**config.mk**
```make
export PLATFORM = sky130hd
export DESIGN_NAME = tl_egress_reader
export DESIGN_NICKNAME = d
export VERILOG_FILES = /design/src/rtl/tl_egress_reader.sv
export SDC_FILE = /design/constraint.sdc
export NUM_CORES = 1
export LEC_CHECK = 0
export ABC_CLOCK_PERIOD_IN_PS = 3700
export CAP_MARGIN = 10
export CORE_ASPECT_RATIO = 1.2
export CORE_UTILIZATION = 45
export CTS_CLUSTER_DIAMETER = 40
export DETAILED_ROUTE_END_ITERATION = 12
export DONT_BUFFER_PORTS = 1
export HOLD_SLACK_MARGIN = 0.12
export PLACE_DENSITY = 0.64
export SYNTH_ARGS = -nofsm -noshare
export SYNTH_HDL_FRONTEND = slang
export SYNTH_SLANG_ARGS = --single-unit
```
**constraint.sdc**
```tcl
create_clock -name clk -period 3.7 [get_ports clk]
set_input_delay 0.74 -clock clk [delete_from_list [all_inputs] [get_ports clk]]
set_output_delay 0.74 -clock clk [all_outputs]
set_load 0.05 [all_outputs]
```
**src/rtl/tl_egress_reader.sv**
```systemverilog
// tl_egress_reader: round-robin drain of four egress FIFOs into one valid/ready output stream.
// Optional per-class delivery counters are built only when EGRESS_COUNT_EN is defined.
module tl_egress_reader #(
   parameter int unsigned WORD_SIZE  = 10,
   parameter int unsigned FIFO_UNITS = 4
) (
   input  logic                 clk,
   input  logic                 reset,
   input  logic                 enable,
   input  logic [3:0]           fifo_empty,
   input  logic [WORD_SIZE-1:0] fifo_data_in0,
   input  logic [WORD_SIZE-1:0] fifo_data_in1,
   input  logic [WORD_SIZE-1:0] fifo_data_in2,
   input  logic [WORD_SIZE-1:0] fifo_data_in3,
   input  logic                 out_ready,
   input  logic                 count_req,
   input  logic [1:0]           count_idx,
   output logic [3:0]           fifo_rd,
   output logic [WORD_SIZE-1:0] out_data,
   output logic [1:0]           out_class,
   output logic                 out_valid,
   output logic                 idle_out,
   output logic [4:0]           count_out,
   output logic                 count_valid
);

   localparam int unsigned GrantW = $clog2(FIFO_UNITS);

   typedef enum logic [1:0] {StIdle, StRead, StCapture, StHold} state_e;

   state_e               state_q, state_d;
   logic [GrantW-1:0]    last_grant_q, last_grant_d;
   logic [WORD_SIZE-1:0] out_data_q, out_data_d;
   logic [GrantW-1:0]    out_class_q, out_class_d;

   logic [GrantW-1:0]    pick;
   logic [GrantW-1:0]    cand;
   logic                 pick_found;
   logic [WORD_SIZE-1:0] rd_data;

   // Round-robin search starting one past the last grant; the last grant itself is tried last.
   always_comb begin
      pick       = last_grant_q;
      pick_found = 1'b0;
      cand       = '0;
      for (int k = 1; k <= int'(FIFO_UNITS); k++) begin
         cand = last_grant_q + GrantW'(k);
         if (!pick_found && !fifo_empty[cand]) begin
            pick       = cand;
            pick_found = 1'b1;
         end
      end
   end

   always_comb begin
      rd_data = fifo_data_in0;
      case (last_grant_q)
         2'd1:    rd_data = fifo_data_in1;
         2'd2:    rd_data = fifo_data_in2;
         2'd3:    rd_data = fifo_data_in3;
         default: rd_data = fifo_data_in0;
      endcase
   end

   always_ff @(posedge clk or posedge reset) begin
      if (reset) begin
         state_q      <= StIdle;
         last_grant_q <= GrantW'(FIFO_UNITS - 1);
         out_data_q   <= '0;
         out_class_q  <= '0;
      end else begin
         state_q      <= state_d;
         last_grant_q <= last_grant_d;
         out_data_q   <= out_data_d;
         out_class_q  <= out_class_d;
      end
   end

   always_comb begin
      state_d      = state_q;
      last_grant_d = last_grant_q;
      out_data_d   = out_data_q;
      out_class_d  = out_class_q;
      unique case (state_q)
         StIdle: begin
            if (enable && pick_found) begin
               state_d      = StRead;
               last_grant_d = pick;
            end
         end
         StRead: state_d = StCapture;
         StCapture: begin
            // FIFO read data is valid the cycle after the strobe.
            state_d     = StHold;
            out_data_d  = rd_data;
            out_class_d = last_grant_q;
         end
         StHold: begin
            if (out_ready) begin
               state_d = StIdle;
            end
         end
         default: state_d = StIdle;
      endcase
   end

   always_comb begin
      fifo_rd   = '0;
      out_valid = 1'b0;
      idle_out  = 1'b0;
      unique case (state_q)
         StIdle:    idle_out  = &fifo_empty;
         StRead:    fifo_rd   = 4'b0001 << last_grant_q;
         StCapture: ;
         StHold:    out_valid = 1'b1;
         default:   ;
      endcase
   end

   assign out_data  = out_data_q;
   assign out_class = out_class_q;

`ifdef EGRESS_COUNT_EN
   logic [4:0] cnt_q [4];
   logic [4:0] cnt_d [4];
   logic [4:0] count_out_q, count_out_d;
   logic       count_valid_q, count_valid_d;

   // Reads see the pre-increment value because count_out_d samples cnt_q.
   always_comb begin
      cnt_d = cnt_q;
      if (state_q == StHold && out_ready) begin
         cnt_d[out_class_q] = cnt_q[out_class_q] + 5'd1;
      end
      count_valid_d = count_req;
      count_out_d   = count_req ? cnt_q[count_idx] : 5'd0;
   end

   always_ff @(posedge clk or posedge reset) begin
      if (reset) begin
         for (int i = 0; i < 4; i++) begin
            cnt_q[i] <= '0;
         end
         count_out_q   <= '0;
         count_valid_q <= 1'b0;
      end else begin
         cnt_q         <= cnt_d;
         count_out_q   <= count_out_d;
         count_valid_q <= count_valid_d;
      end
   end

   assign count_out   = count_out_q;
   assign count_valid = count_valid_q;
`else
   logic unused_count;
   assign unused_count = ^{count_req, count_idx};
   assign count_out    = '0;
   assign count_valid  = 1'b0;
`endif

endmodule

```
* Word-level counts from Yosys, hierarchy flattened
Cells that the tools add are included.
Storage, ports and cells: bits in registers 16, bits of input ports 51, output and inout port bits 24, logic and storage cells 57
Operators by class: add/sub/neg operators 3, $lt $le $gt $ge 4, equality and inequality tests 9, shift-type cells 1, mux-type cells 22, bitwise operators 1, reductions and logical operators 13
Operator list (count):
- $pmux 10 s3 | 1
- $lt 2x3->1 const B | 4
- $mux 1 | 10
- $mux 2 | 5
- $bmux 1 s2 | 4
- $eq 2x2->1 const B | 4
- $pmux 2 s4 | 1
- $reduce_and 4->1 | 2
- $logic_not 1->1 | 5
- $add 2x2->2 const B | 2
- $eq 2x1->1 const B | 2
- $logic_and 1x1->1 | 4
- $mux 4 | 1
- $ne 2x2->1 const B | 2
- $shl 1x2->4 const A | 1
- $ne 3x1->1 const B | 1
- $add 2x1->2 const B | 1
- $logic_not 2->1 | 1
- $reduce_and 2->1 | 1
- $not 1->1 | 1

* Depth between registers and ports, before layout
Gate-level depths: netlist of the first run.
depth after elaboration 15, gate-level depth with buffers 8, depth with buffers taken out 6

* Worst setup path after synthesis of the first run
OpenSTA, ideal clock, no wires.
path kind input port to output port, from input fifo_empty[1], to output idle_out, arrival 1584 ps, required time 2960 ps, path slack 1376 ps, stages on the path 3, path buffers 1, cells stage by stage buf_6 nand4_1 nor2_1
Between the ends: word-level cells in the longest chain between the ends 2
Ends and longest elaborated chain:
- start: declaration | line 10 | input logic [3:0] fifo_empty,
- $reduce_and 4->1 | line 112 | StIdle: idle_out = &fifo_empty;
- $mux 1 | line 111 | unique case (state_q)
- end: declaration | line 22 | output logic idle_out,
No other way between the ends.

* Worst setup path after layout of the first run
from register last_grant_q[0], to output fifo_rd[3]
Between the ends: word-level cells in the longest chain between the ends 2
Ends and longest elaborated chain:
- start: declaration | line 32 | logic [GrantW-1:0] last_grant_q, last_grant_d;
- start signal: assignment | line 68 | last_grant_q <= GrantW'(FIFO_UNITS - 1);
- start signal: assignment | line 73 | last_grant_q <= last_grant_d;
- $shl 1x2->4 | line 113 | StRead: fifo_rd = 4'b0001 << last_grant_q;
- $mux 4 | line 111
- end: declaration | line 18 | output logic [3:0] fifo_rd,
No other way between the ends.

==> results of run 1 <==
==> worst max-delay path by stage <==
stage / to / slack, ns
6_report: fifo_rd[3] / 0.95
3_3_place_gp: fifo_rd[1] / 1.31
3_5_place_dp: fifo_rd[3] / 1.25
5_1_grt: fifo_rd[3] / 0.83
4_1_cts: fifo_rd[3] / 0.93
2_1_floorplan: idle_out / 1.38
==> sequential cells by signal (all words and copies together) (netlist names) <==
signal,cells
out_data,10
last_grant_q,2
state_q,2
out_class,2
==> routing by layer <==
layer,GRT usage,wire length [microns],up-vias,share of wire
met2,0.349,1500,46,0.52
li1,-,-,454,-
met4,0.0873,46,0,0.016
met1,0.210,1110,463,0.39
met5,0,0,-,0
met3,0.0351,216,5,0.075
==> layout make-up <==
cell class,instances,area share
flip-flops and latches,16,0.317
well taps,33,0.0325
inverters,8,0.0236
clock buffers,3,0.0177
multi-input cells,97,0.609
==> logic make-up after synthesis <==
logic type | share of synthesized area
compound gates | 0.189
simple gates | 0.109
buf+inv | 0.102
mux | 0.188
flops | 0.312
fa+ha+maj | 0.0970
other cells | 0.00291
==> cells in the mapped netlist (all sizes together) <==
master and instances:
a32oi 2, o211ai 1, a221o 1, mux2 14, conb 1, nor2b 2, mux2i 4, ha 10
inv 8, buf 10, clkbuf 5, a222oi 10, nor2 3, nand2 14, dfrtp 14, o21bai 1
a21oi 2, nand3 1, dfstp 2, nand2b 2, mux4 2, a21bo 1, o21ai 15, and2 5
nand4 1
==> critical path, delay by kind of cell (launching register included) <==
family,cells,cell delay (ns)
fa+ha+maj,1,0.49
flops,1,0.72
simple gates,1,0.52
==> per-stage QoR <==
step	hold slack (ns)	util	power [uW]	cell area (sq um)
after floorplan	0.534	-	1200	1310
after global placement	0.548	0.475	1270	1250
after detailed placement	0.557	0.475	1310	1250
after CTS	0.421	0.484	1400	1270
after global routing	0.446	0.484	1480	1270
final	0.393	0.484	1390	1270
==> power groups by stage <==
stage	clock, uW	sequential, uW	combinational (uW)
final	94.0	582	712
after CTS	94.3	586	718
after floorplan	0	552	651
after global routing	100	601	782
after global placement	0	588	681
after detailed placement	0	589	717
==> metrics.txt, run 1 <==
run status finished, final reports clean; Max stage delay cell, worst path dfstp_2; reg2reg start last_grant_q[0]; reg2reg setup slack 1.42 ns; share of power burned in registers 0.420; flops & latches, synth 16; Fmax 363 MHz; Initial Util 0.491; CTS resizes 0; share of layout cells above drive strength 1 0.202; Longest Clk Path Bufs 2; IO Pins 75; max_cap viols 0; max incr delay on CP 0.72 ns; core area 2630 sq um; Via-to-Cell Ratio 6.17; R2R Path End last_grant_q[1]; Area Overhead vs Synth -1.45%; DR WL/cell 18.3 microns; Slew @ Worst Pin 0.878 ns; post-synth top area share 0.272; most common cell after layout, fill and taps aside o21ai_0; Slew headroom 0.413; Hold Crit Class input pin to async pin; multi-input logic area 774 sq um; Data arrival, critical path 2.01 ns; TritonCTS Buffers 3; Final #Nets 187; die width 50.9 microns; cts-stage hold buffer count 0; initial antenna violation count 0; Clock Skew 0.000895 ns; post-route clock period utilization 0.744; Fillers 256; Die Height 60.7 microns; clock-pin slew on the worst setup and hold paths 0.09 ns; Row Count 20; Final Hold Fails 0; Crit. Startpoint last_grant_q[0]; gr usage total 0.188; RSZ-0062 raised after global routing false; largest net degree at the start of global routing 21; mapped cell area 1290 sq um; Initial DRC Count 53; critical path type flip-flop to output port; die area 3090 sq um; DRT Pass-1 Iters 4; Seq/Total Area, Yosys 0.312; Final GP Congestion 0.771; DR DRC count 0; Int Pwr 625 uW; Worst VDD drop 0.000525 V; area leader, netlist dfrtp_1; YS warnings 0; Synth area leaders dfrtp_1 (27%), mux2_2 (12%), ha_1 (9.7%), a222oi_1 (7.8%), o21ai_0 (5.8%); CP Launch Type flip-flop; Layout Cells excl Fill 157; vias in the first global route 913; CTS sink cnt 16; register area 403 sq um; Period minus WS final 2.75 ns; Slew Viols, Final 0; NetSw 763 uW; total grt overflow 0; final setup violation count 0; later-pin clock latency in the skew report 0.29 ns; post-synth cell types 29; global-route wire length before repair 4.24 mm; CTS root buffer clkbuf_4; post-DP HPWL 2.19 mm; setup ws final 0.945 ns; IO Port Bufs 0; cell total after placement 154; post-CTS setup buffer count 0; Post-Route WL 2.88 mm; worst path cell trace ha_1, and2_1; CTS tree built; Leak 0.000559 uW; clock share of power 0.068; Comb pwr share 0.513; diode count 0; setup tns final 0 ns; Crit. End Element output port; Gate Count Post-Synth 131; H-tree level count 1; PD cells 1090 nW/um^2; worst path required time 2.96 ns; Vias 968; commonest non-fill, non-tap cells in the layout o21ai_0 (15), nand2_1 (14), mux2_2 (14), dfrtp_1 (14); Max Fanout on Critical Path 14; syn avg cell area 9.85 sq um; Net Sw Frac 0.550; post-placement setup slack 1.25 ns; worst reg2reg path depth 6; DRT antenna net count 0
Note: power is estimated with default switching activity, not from simulation.
==> run 2, diff against run 1 <==
--- a/config.mk
+++ b/config.mk
@@ -5,7 +5,7 @@
 export SDC_FILE = /design/constraint.sdc
 export NUM_CORES = 1
 export LEC_CHECK = 0
-export ABC_CLOCK_PERIOD_IN_PS = 3700
+export ABC_CLOCK_PERIOD_IN_PS = 2650
 export CAP_MARGIN = 10
 export CORE_ASPECT_RATIO = 1.2
 export CORE_UTILIZATION = 45
==> constraint.sdc (replaced) <==
create_clock -name clk -period 2.65 [get_ports clk]
set_input_delay 0.53 -clock clk [delete_from_list [all_inputs] [get_ports clk]]
set_output_delay 0.53 -clock clk [all_outputs]
set_load 0.05 [all_outputs]
==> metrics.txt, run 2 (synthesized netlist as in run 1, its figures left out) <==
Row Count 20; IO Port Bufs 0; Buffers & Inverters on Critical Path 0; largest net degree at the start of global routing 21; Largest register FFs 10; TritonCTS Buffers 3; post-DP HPWL 2.14 mm; worst path required time 2.12 ns; IO Pins 75; Data arrival, critical path 1.81 ns; Vias 991; worst path cell trace ha_1, and2_1; Post-Route WL 2.78 mm; max_cap viols 0; Layout Cells excl Fill 162; cell count along the critical path 2; Area Overhead vs Synth 1.16%; clock-pin slew on the worst setup and hold paths 0.09 ns; CP Launch Type flip-flop; Slew Viols, Final 0; CTS root buffer clkbuf_4; H-tree level count 1; Max Fanout on Critical Path 11; delay-heaviest family, CP flip-flops; CTS resizes 0; total grt overflow 0; initial antenna violation count 0; post-CTS setup buffer count 0; cell total after placement 158; Leak 0.000581 uW; Fmax 428 MHz; diode count 0; most common cell after layout, fill and taps aside o21ai_0; post-route clock period utilization 0.882; CTS tree built; die width 50.9 microns; CTS sink cnt 16; Slew @ Worst Pin 0.608 ns; vias in the first global route 891; Crit. End Element output port; die area 3090 sq um; global-route wire length before repair 4.17 mm; core area 2630 sq um; commonest non-fill, non-tap cells in the layout o21ai_0 (15), nand2_1 (14), mux2_2 (14), dfrtp_1 (14); later-pin clock latency in the skew report 0.28 ns; Final Hold Fails 0; cts-stage hold buffer count 0; gr usage total 0.183; setup tns final 0 ns; Initial Util 0.491; Period minus WS final 2.34 ns; DRT Pass-1 Iters 4; Via-to-Cell Ratio 6.12; final setup violation count 0; Final #Nets 191; Final GP Congestion 0.761; DRT antenna net count 0; run status finished, final reports clean; Initial DRC Count 47; Clock Skew 0.00430 ns; critical path type flip-flop to output port; Die Height 60.7 microns; max incr delay on CP 0.60 ns; RSZ-0062 raised after global routing false; Worst VDD drop 0.000842 V; DR WL/cell 17.2 microns; PD cells 1500 nW/um^2; share of layout cells above drive strength 1 0.225; Max stage delay cell, worst path dfstp_2; DR DRC count 0; worst reg2reg path depth 6; Slew headroom 0.594; Hold Crit Class input pin to async pin; Longest Clk Path Bufs 2
==> run 2: cell count changes in the layout (fill, tap and decap cells not counted), sizes merged <==
cell	previous run	this run
clkbuf	3	4
buf	0	4
==> run 2: per-stage QoR <==
| step | power (uW) | instance area, sq um | util | hold slack [ns] | worst slack, ns |
|---|---|---|---|---|---|
| after global routing | 2100 | 1310 | 0.497 | 0.244 | 0.256 |
| after CTS | 1970 | 1310 | 0.497 | 0.212 | 0.303 |
| after detailed placement | 1840 | 1280 | 0.487 | 0.523 | 0.608 |
| after floorplan | 1680 | 1310 | - | 0.442 | 0.589 |
| after global placement | 1790 | 1280 | 0.487 | 0.521 | 0.639 |
| final | 1960 | 1310 | 0.497 | 0.203 | 0.312 |
==> run 2: path summary, 6_finish.rpt <==
kind	startpoint	to	slack (ns)
setup reg to reg	last_grant_q[1]	last_grant_q[1]	0.59
setup / recovery	last_grant_q[1]	fifo_rd[2]	0.31
min in group clk	fifo_data_in0[5]	out_data[5]	0.49
hold / removal	reset	out_data[1]	0.20
max in group asynchronous	reset	out_class[0]	2.05
hold reg to reg	state_q[1]	state_q[1]	0.58
==> run 2: power by group <==
group          switching [uW]  leakage, uW  internal [uW]  total (uW)
sequential                407     0.000190            375         782
clock                    70.3    0.0000150           58.3         129
combinational             578     0.000375            467        1050
==> run 2: routing by layer <==
| layer | global-route usage | share of wire | vias up |
|---|---|---|---|
| li1 | - | - | 459 |
| met1 | 0.218 | 0.39 | 484 |
| met2 | 0.320 | 0.53 | 44 |
| met3 | 0.0426 | 0.068 | 4 |
| met4 | 0.0714 | 0.010 | 0 |
| met5 | 0 | 0 | - |
==> run 2: final cells by class <==
cell class,instances,area [sq um]
Fill cell,254,1320
Tap cell,33,41.3
Multi-Input combinational cell,97,774
Timing Repair Buffer,4,30.0
Clock buffer,4,26.3
Sequential cell,16,403
Inverter,8,30.0
==> run 3, diff against run 2 <==
--- a/config.mk
+++ b/config.mk
@@ -5,6 +5,7 @@
 export SDC_FILE = /design/constraint.sdc
 export NUM_CORES = 1
 export LEC_CHECK = 0
+export ABC_AREA = 1
 export ABC_CLOCK_PERIOD_IN_PS = 2650
 export CAP_MARGIN = 10
 export CORE_ASPECT_RATIO = 1.2
@@ -12,6 +13,7 @@
 export CTS_CLUSTER_DIAMETER = 40
 export DETAILED_ROUTE_END_ITERATION = 12
 export DONT_BUFFER_PORTS = 1
+export GPL_TIMING_DRIVEN = 0
 export HOLD_SLACK_MARGIN = 0.12
 export PLACE_DENSITY = 0.64
 export SYNTH_ARGS = -nofsm -noshare
==> metrics.txt, run 3 <==
flops & latches, synth 16; later-pin clock latency in the skew report 0.28 ns; top-count cell post-synth nand2_1; GR Util met1 0.186; placed instance area 1370 sq um; CTS resizes 0; post-synth top area share 0.267; area leader, netlist dfrtp_1; setup tns final 0 ns; Period minus WS final 2.41 ns; DR WL/cell 13.0 microns; Max Fanout on Critical Path 10; EDFF count, synth 0; Final #Nets 267; final setup violation count 0; Worst VDD drop 0.000668 V; post-synth cell types 22; Most used DFF post-synth dfrtp_1; Max stage delay cell, worst path dfstp_2; die area 3140 sq um; largest net degree at the start of global routing 17; H-tree level count 1; Data arrival, critical path 1.88 ns; Clock Skew 0.00108 ns; worst path cell trace ha_1, clkbuf_1, nand2_1, inv_1; gr usage total 0.189; Slew headroom 0.413; CP Launch Type flip-flop; Die Height 61.2 microns; mapped cell area 1310 sq um; Area Overhead vs Synth 7.44%; Hold Crit Class input pin to async pin; cts-stage hold buffer count 0; multi-input logic area 788 sq um; critical path type flip-flop to output port; Crit. End Element output port; max_cap viols 0; CTS sink cnt 16; DR DRC count 0; core area 2790 sq um; Gate Count Post-Synth 196; die width 51.3 microns; Row Count 21; max incr delay on CP 0.64 ns; IO Pins 75; worst path required time 2.12 ns; post-CTS setup buffer count 0; CTS tree built; asr flop ratio synth 1.00; Initial DRC Count 27; Leak 0.000743 uW; Slew @ Worst Pin 0.877 ns; YS warnings 0; Vias 1232; vias in the first global route 1116; initial antenna violation count 0; GR peak layer met2; met2 GRT Util 0.406; synth cell count leaders nand2_1 (79), inv_1 (15), dfrtp_1 (14), nor2_1 (14), nand3_1 (13); Post-Route WL 3.10 mm; TritonCTS Buffers 3; Final Hold Fails 0; diode count 0; Final GP Congestion 0.778; M3 GR Usage 0.0296; global-route wire length before repair 4.51 mm; CTS root buffer clkbuf_4; Fillers 301; PD cells 1470 nW/um^2; Longest Clk Path Bufs 2; total grt overflow 0; Seq/Total Area, Yosys 0.307; DRT Pass-1 Iters 4; clock-pin slew on the worst setup and hold paths 0.09 ns; IO Port Bufs 0; DRT antenna net count 0; most common cell after layout, fill and taps aside nand2_1; register area 403 sq um; Synth area leaders dfrtp_1 (27%), nand2_1 (23%), ha_1 (9.5%), nand3_2 (5.3%), nand3_1 (5.0%); Fmax 416 MHz; post-DP HPWL 2.50 mm; commonest non-fill, non-tap cells in the layout nand2_1 (79), inv_1 (15), nor2_1 (14), dfrtp_1 (14), nand3_1 (13); post-route clock period utilization 0.908; Via-to-Cell Ratio 5.15; Largest register FFs 10; Initial Util 0.471; share of layout cells above drive strength 1 0.137; syn avg cell area 6.70 sq um; run status finished, final reports clean; Slew Viols, Final 0; RSZ-0062 raised after global routing false; Finished Cell Area 1410 sq um
## run 3: cell type report
type,count,area share
multi-input cells,154,0.559
flip-flops and latches,16,0.286
plain buffers,13,0.0515
inverters,18,0.0479
well taps,34,0.0302
clock buffers,4,0.0257
## run 3: final timing paths
path	startpoint	to	slack, ns	cells past startpoint
setup / recovery	last_grant_q[0]	fifo_rd[3]	0.24	4
hold / removal	reset	state_q[1]	0.19	1
setup reg to reg	last_grant_q[0]	last_grant_q[0]	0.77	9
hold reg to reg	last_grant_q[1]	last_grant_q[1]	0.53	2
max in group asynchronous	reset	out_class[1]	2.07	1
min in group clk	fifo_data_in0[9]	out_data[9]	0.39	2
## run 3: critical path: cells and delay by family, from the launching register on
kind	cells	cell delay, ns
buffers and inverters	2	0.66
DFF	1	0.64
and+or+nand+nor	1	0.10
adders and majority gates	1	0.19
## run 3: per-layer routing
layer	up-vias	wire length (microns)	part of all wire
li1	625	-	-
met1	554	1160	0.37
met2	45	1670	0.54
met3	8	232	0.075
met4	0	34	0.011
met5	-	0	0
## run 3: cell families (layout without fill, tap and decap cells)
logic type,after synthesis,after routing,share of synthesized area
compound gates,18,18,0.0782
fa+ha+maj,10,10,0.0953
simple gates,120,120,0.410
other cells,1,6,0.00286
flops,16,16,0.307
buf+inv,31,35,0.107
## run 3: stage by stage
| step | utilization | worst slack, ns | hold WS, ns | std cells | total power (uW) |
|---|---|---|---|---|---|
| floorplan | - | 0.723 | 0.442 | 201 | 1710 |
| CTS | 0.506 | 0.227 | 0.206 | 239 | 2090 |
| finish | 0.506 | 0.244 | 0.191 | 239 | 2080 |
| global placement | 0.493 | 0.582 | 0.505 | 235 | 1890 |
| global route | 0.506 | 0.104 | 0.241 | 239 | 2260 |
| detailed placement | 0.493 | 0.528 | 0.511 | 235 | 1930 |
## run 3: power by group
group | switching, uW | internal, uW | total (uW)
Clock | 73.4 | 83.6 | 157
Sequential | 444 | 380 | 825
Combinational | 747 | 351 | 1100
